## config.mk

```make
export PLATFORM = sky130hd
export DESIGN_NAME = period_meter
export DESIGN_NICKNAME = d
export VERILOG_FILES = /design/src/rtl/period_meter_pkg.sv /design/src/rtl/sync_edge.sv /design/src/rtl/period_meter.sv
export SDC_FILE = /design/constraint.sdc
export NUM_CORES = 1
export LEC_CHECK = 0
export ABC_AREA = 1
export BUFFER_PORTS_ARGS = -buffer_cell sky130_fd_sc_hd__buf_2
export CAP_MARGIN = 20
export CORE_AREA = 8 8 92 94
export DETAILED_ROUTE_END_ITERATION = 6
export DIE_AREA = 0 0 100 102
export GPL_TIMING_DRIVEN = 0
export PLACE_DENSITY = 0.58
export SYNTH_ARGS = -nofsm -noshare
export SYNTH_HDL_FRONTEND = slang
export SYNTH_SLANG_ARGS = --single-unit
```

## constraint.sdc

```tcl
create_clock -name clk -period 5.18 [get_ports clk]
set_input_delay 0.518 -clock clk [delete_from_list [all_inputs] [get_ports clk]]
set_output_delay 0.518 -clock clk [all_outputs]
set_load 0.02 [all_outputs]
```

## src/rtl/period_meter_pkg.sv

```systemverilog
// period_meter_pkg: shared state encoding and default constants for period_meter
package period_meter_pkg;
  typedef enum logic [1:0] {IDLE, MEASURE, LOCKED} state_e;
  localparam int CNT_W_DEF    = 16;
  localparam int EXPECTED_DEF = 80;
  localparam int TOL_DEF      = 2;
  localparam int LOCK_N_DEF   = 4;
endpackage

```

## src/rtl/sync_edge.sv

```systemverilog
// sync_edge: 2-flop synchronizer plus armed rising-edge detector, pulse 3 clk edges after first high sample
module sync_edge (
  input  logic clk,
  input  logic rst,
  input  logic sig_i,
  output logic pulse_o
);
  logic [1:0] sync_q, dly_q, vld_q;
  logic       armed_q, pulse_q;
  // synchronize, delay, and arm only after a genuine low has been seen since reset
  always_ff @(posedge clk or posedge rst) begin
    if (rst) begin
      sync_q  <= '0;
      dly_q   <= '0;
      vld_q   <= '0;
      armed_q <= 1'b0;
      pulse_q <= 1'b0;
    end else begin
      sync_q  <= {sync_q[0], sig_i};
      dly_q   <= {dly_q[0], sync_q[1]};
      vld_q   <= {vld_q[0], 1'b1};
      armed_q <= armed_q | (vld_q[1] & ~sync_q[1]);
      pulse_q <= armed_q & dly_q[0] & ~dly_q[1];
    end
  end
  assign pulse_o = pulse_q;
endmodule

```

## src/rtl/period_meter.sv

```systemverilog
// period_meter: measures sig_in period in clk cycles and locks on EXPECTED+-TOL; PERIOD_METER_TIMEOUT_EN adds a stall timeout
module period_meter
  import period_meter_pkg::*;
#(
  parameter int CNT_W    = CNT_W_DEF,
  parameter int EXPECTED = EXPECTED_DEF,
  parameter int TOL      = TOL_DEF,
  parameter int LOCK_N   = LOCK_N_DEF
) (
  input  logic             clk,
  input  logic             rst,
  input  logic             sig_in,
  output logic             edge_pulse,
  output logic [CNT_W-1:0] period,
  output logic             period_valid,
  output logic             locked,
  output logic             err
);
  localparam int MW = $clog2(LOCK_N + 1);
  localparam logic [CNT_W:0] EXP_W = (CNT_W+1)'(EXPECTED);
  localparam logic [CNT_W:0] TOL_W = (CNT_W+1)'(TOL);
  state_e           state_q, state_d;
  logic [CNT_W-1:0] cnt_q, cnt_d, period_q, period_d;
  logic [MW-1:0]    mcnt_q, mcnt_d;
  logic [CNT_W:0]   p_w, dev;
  logic             sat, good, tmo;
  sync_edge u_sync (
    .clk     (clk),
    .rst     (rst),
    .sig_i   (sig_in),
    .pulse_o (edge_pulse)
  );
  assign sat          = &cnt_q;
  assign p_w          = {1'b0, cnt_q};
  assign dev          = p_w > EXP_W ? p_w - EXP_W : EXP_W - p_w;
  assign good         = dev <= TOL_W && !sat;
  assign period_valid = edge_pulse && state_q != IDLE;
  assign cnt_d        = edge_pulse ? CNT_W'(1) : sat ? cnt_q : cnt_q + 1'b1;
  assign period_d     = period_valid ? cnt_q : period_q;
  assign period       = period_d;
  assign locked       = state_q == LOCKED;
`ifdef PERIOD_METER_TIMEOUT_EN
  localparam logic [CNT_W:0] TMO_W = (CNT_W+1)'(2 * EXPECTED);
  assign tmo = state_q != IDLE && p_w > TMO_W;
`else
  assign tmo = 1'b0;
`endif
  // lock FSM: count consecutive good periods, drop to MEASURE on a bad one, err on loss/overflow/timeout
  always_comb begin
    state_d = state_q;
    mcnt_d  = mcnt_q;
    err     = 1'b0;
    if (tmo) begin
      state_d = IDLE;
      mcnt_d  = '0;
      err     = 1'b1;
    end else begin
      case (state_q)
        IDLE:    state_d = edge_pulse ? MEASURE : IDLE;
        MEASURE: begin
          if (period_valid) begin
            mcnt_d = !good ? '0 : mcnt_q == MW'(LOCK_N) ? mcnt_q : mcnt_q + 1'b1;
            err    = sat;
          end else if (mcnt_q == MW'(LOCK_N)) begin
            state_d = LOCKED;
          end
        end
        LOCKED: begin
          if (period_valid && !good) begin
            state_d = MEASURE;
            mcnt_d  = '0;
            err     = 1'b1;
          end
        end
        default: state_d = IDLE;
      endcase
    end
  end
  // state, counter, match count and last period registers
  always_ff @(posedge clk or posedge rst) begin
    if (rst) begin
      state_q  <= IDLE;
      cnt_q    <= '0;
      mcnt_q   <= '0;
      period_q <= '0;
    end else begin
      state_q  <= state_d;
      cnt_q    <= cnt_d;
      mcnt_q   <= mcnt_d;
      period_q <= period_d;
    end
  end
endmodule

```

After elaboration in Yosys (flattened, before gate mapping)
Index checks and enable logic that the tools add are counted.

storage, ports and cells
  input port bits = 3
  output and inout port bits = 20
  flip-flop bits (word level) = 45
  logic and storage cells = 58

operators by class
  bitwise operators = 6
  $add $sub $neg = 4
  reduce and logical (&&, ||, !) cells = 11
  muxes and demuxes = 17
  magnitude comparators = 2
  equal/unequal tests = 9

operators by type and width
  kind                   number
  $mux 16                3
  $le 17x2->1 const B    1
  $mux 17                1
  $sub 16x7->17 const B  1
  $sub 7x16->17 const A  1
  $add 16x1->16 const B  1
  $gt 16x7->1 const B    1
  $reduce_and 16->1      1
  $mux 3                 4
  $mux 2                 3
  $ne 2x2->1 const B     3
  $pmux 2 s3             1
  $pmux 3 s2             1
  $ne 2x1->1 const B     2
  $reduce_and 4->1       1
  $reduce_bool 2->1      2
  $add 3x1->3 const B    1
  $and 1x1->1            3
  $eq 3x3->1 const B     1
  $logic_and 1x1->1      3
  $mux 1                 3
  $ne 3x3->1 const B     1
  $reduce_and 3->1       1
  $eq 2x1->1 const B     1
  6 further kinds        8

Logic depth before layout (Yosys ltp)
  depth after elaboration = 8
  depth in mapped cells = 20
  depth with buffers taken out = 19

Hierarchy
Synthesis repeated with hierarchy kept, for this count alone.

second synthesis, totals
  cell total of the unflattened synthesis = 466
  area, all modules = 3333.2 sq um

by module, submodules not included
  module        area an instance (sq um)  sequential area each (sq um)  instances  cells each
  period_meter  3100.5                    925.9                         1          450
  sync_edge     232.7                     200.2                         1          16

Worst setup path after synthesis
No wires, ideal clock.

  path type = flip-flop to output port
  start = register cnt_q[4]
  end = output port err
  buffers on the path = 1
  arrival time = 2190 ps
  cell stages (with the launch flop) = 17
  slack = 2472 ps
  required time = 4662 ps
  cells stage by stage = dfrtp_1 > buf_2 > inv_1 > ha_1 > inv_1 > nand2_1 > nand2_1 > nand2_1 > nand2_2 > nand2_1 > nand3_1 > nor2_1 > nand2_1 > nor2_1 > nand2_1 > nand3_1 > a21oi_1

on the way
  word-level cells in the longest chain between the ends = 8
  elaborated cells on any way between the ends = 13
  classes of those cells = add/sub: 2; order compare: 2; mux: 4; reduce/logical: 5

RTL lines
  what                                   line                RTL
  start: declaration                     period_meter.sv:23  logic [CNT_W-1:0] cnt_q, cnt_d, period_q, period_d;
  start signal: assignment               period_meter.sv:88  cnt_q <= cnt_d;
  $sub 7x16->17 (tied with other cells)  period_meter.sv:35  assign dev = p_w > EXP_W ? p_w - EXP_W : EXP_W - p_w;
  $mux 17                                period_meter.sv:35
  $le 17x2->1                            period_meter.sv:36  assign good = dev <= TOL_W && !sat;
  $logic_and 1x1->1                      period_meter.sv:36
  $logic_not 1->1                        period_meter.sv:69  if (period_valid && !good) begin
  $logic_and 1x1->1                      period_meter.sv:69
  $mux 1                                 period_meter.sv:69
  $pmux 1 s2 (*)                         period_meter.sv:58  case (state_q)
  end: declaration                       period_meter.sv:17  output logic err

Mark *: on every way between the ends. The rest lies on a longest branch, timed or not.

Worst setup path after layout
Ends and elaborated chain as after synthesis.

==> impl_results.md <==
* Status: complete, no violations
* IO Count at 23
* Layout Nets at approximately 470
* Sw Pwr at approximately 0.44 mW
* Initial antenna violation count at 0
* Share of cells above drive strength 1 at ~16%
* Startpoint types: register
* First-pass GRT wire length at between 10000 and 15000 um
* Number of synthesized register bits at between 40 and 50
* # diodes at 0
* CP max stage delay at roughly 0.43 ns
* Setup bufs post-CTS at 0
* Worst-skew pair later-pin latency at 0.29 ns
* Rows at 31
* Final hold vios at 0
* Most frequent cells in the layout: nand2_1 (117), dfrtp_1 (45), inv_1 (40), nand3_1 (40), nor2_1 (37)
* Worst path cell trace: buf_2 -> inv_1 -> ha_1 -> inv_1 -> nand2_1 -> nand2_1 -> nand2_1 -> nand2_2 -> nand2_1 -> nand3_1 -> nor2_1 -> nand2_1 -> nor2_1 -> nand2_1 -> nand3_1 -> a21oi_1 -> buf_2
* Final Instance Area at approximately 3400 sq um
* Clock Pin Slew Worst Setup and Hold Paths at roughly 0.080 ns
* Grt total ovfl at 0
* Initial Util at about 43%
* Synthesized area at roughly 3100 sq um
* CTS sink count at between 40 and 50
* Seq pwr share at a little under two fifths
* Area of the die at between 10000 and 15000 sq um
* First-pass DRT Iterations at 4
* Setup TNS Final at 0 ns
* Largest net degree at the start of global routing at 39
* Residual DRC at 0
* Synthesized netlist net count at roughly 440
* Iteration-0 DRC count of the detailed router at 120
* Filler instances at 778
* CP max FO at 10
* Area of the core at about 7100 sq um
* Int Pwr at around 0.68 mW
* Final Skew at 0.00761 ns
* Clock buffer depth at 2
* Avg Inst Size Synth at just over 7 sq um
* Hold Buf Count CTS at 0
* Cells after Synth at between 400 and 500
* Die height at just over 100 um
* Sw frac at about two fifths
* Via density at around 5.0
* Wire length per cell at approximately 13 um
* Final period utilization at approximately two thirds
* Root Driver: clkbuf_8
* Final setup fails at 0
* Max Clock Freq at ~300 MHz
* Area growth, synth to finish at 12.0%
* Post-CTS Resized at 0
* Commonest non-fill, non-tap cell in the layout: nand2_1
* Final slew viol count at 0
* Slowest CP cell: dfrtp_1
* Critical path arrival at between 2 and 3 ns
* Distinct cells, synth at 29
* P per Cell Area at ~330 nW/um^2
* Final HPWL DP at 5900 um
* Final ANT Viol Nets at 0
* Crit. End Element: output pin
* RSZ-0062 raised after global routing: false
* Vias in the first global route at about 2700
* Share of power burned in the clock network at 23.8%
* Die width at roughly 100 um
* Placed cell areas at ~3300 sq um
* Crit path top cell by count: nand2_1
* Gpl congestion at approximately 0.86
* WS Path Type: register to output pin
* Max-cap violations at 0
* Synthesis Warnings at 0
* Register area share after synthesis at roughly 37%
* Drt total wl at 7340 um
* Routed vias at 2772
* VDD IR-drop max at around 210 uV
* Total GRT Usage at 15.7%
* Fin crit period at between 3 and 4 ns
* Min-delay worst type: input pin to asynchronous set/reset pin
* Multi-input logic area at 1640 sq um
* CTS Buf Count at 5
* CTS tree: built
* Buffers added on ports at 22
* Storage cell area at about 1100 sq um
* # H-tree levels at 2
* Logic pwr share at about 39%
* Critical path required time at 4.66 ns
* Static Leak at around 1.7 nW
area by class of cell:
cell class              count  share of cell area, %
multi-input cells         319                   48.0
flip-flops and latches     45                   32.9
inverters                  46                   5.05
repair buffers             23                   3.80
well taps                  99                   3.62
plain buffers              13                   3.33
clock buffers               6                   2.12
clock inverters             2                   1.13
power groups by stage:
stage                     clock, mW  combinational (mW)  sequential (mW)
after global placement            0               0.425            0.426
after detailed placement          0               0.431            0.428
after CTS                     0.276               0.433            0.421
after floorplan                   0               0.325            0.421
final                         0.266               0.431            0.421
after global routing          0.286               0.491            0.426
layer usage:
| layer | part of all wire, % | track usage (%) | routed length, um |
|---|---|---|---|
| met1 | 51 | 21.4 | 3720 |
| met4 | 1.6 | 4.42 | 115 |
| met5 | 0 | 0 | 0 |
| met2 | 45 | 25.4 | 3330 |
| met3 | 2.5 | 2.32 | 186 |
state kept, by name, indices dropped and copies added, names as in the netlist:
register and flops:
cnt_q 16, mcnt_q 3, period_q 16, state_q 2
u_sync.armed_q 1, u_sync.dly_q 2, u_sync.pulse_o 1, u_sync.sync_q 2
u_sync.vld_q 2
cells in the mapped netlist (all sizes together):
master / instances / area (sq um)
a21oi: 9 / 45.0
nand3b: 3 / 22.5
nand3: 41 / 210
a211oi: 2 / 15.0
dfrtp: 45 / 1130
nor3: 11 / 55.1
nand4: 8 / 50.1
ha: 11 / 138
inv: 46 / 173
a31oi: 5 / 31.3
xor2: 8 / 70.1
nor4: 1 / 6.26
o21ai: 35 / 175
o21bai: 1 / 7.51
buf: 9 / 98.8
nor2: 47 / 226
o211ai: 2 / 15.0
clkbuf: 4 / 15.0
conb: 1 / 3.75
xnor2: 1 / 8.76
nand2: 133 / 564
cell families (layout without fill, tap and decap cells):
| kind of cell | Yosys count | after routing | synth area share [%] |
|---|---|---|---|
| flip-flops | 45 | 45 | 36.8 |
| other | 1 | 1 | 0.123 |
| adder cells (fa/ha/maj) | 11 | 11 | 4.50 |
| XOR/XNOR | 9 | 9 | 2.58 |
| buffers and inverters | 59 | 90 | 9.37 |
| AND/OR/NAND/NOR | 244 | 244 | 37.1 |
| AO/OA/AOI/OAI | 54 | 54 | 9.46 |
through the flow:
stage	worst slack [ns]	hold WS [ns]	total power [mW]	std cells	util, %
floorplan	2.47	0.331	0.745	423	-
global route	1.51	0.128	1.20	553	48.5
finish	1.79	0.121	1.12	553	48.5
detailed placement	2.12	0.340	0.859	545	46.9
CTS	1.79	0.120	1.13	553	48.5
global placement	2.15	0.336	0.851	544	46.6
worst max-delay path: cells and delay by family (launching register included):
family                     cells  cell delay [ns]
AOI/OAI and AO/OA              1             0.14
adders and majority gates      1             0.26
buffers and inverters          4             0.68
DFF                            1             0.43
and+or+nand+nor               11             1.05
final timing paths:
kind	from	end	slack, ns	cells after the start
max in group asynchronous	rst	cnt_q[9]	4.60	3
worst min-delay path	rst	period_q[5]	0.12	2
worst max-delay path	cnt_q[4]	err	1.79	17
worst max register to register	cnt_q[4]	state_q[0]	2.51	18
worst min register to register	u_sync.sync_q[0]	u_sync.sync_q[1]	0.36	0
min in group clk	sig_in	u_sync.sync_q[0]	0.33	1
(Power assumes the default switching activity.)
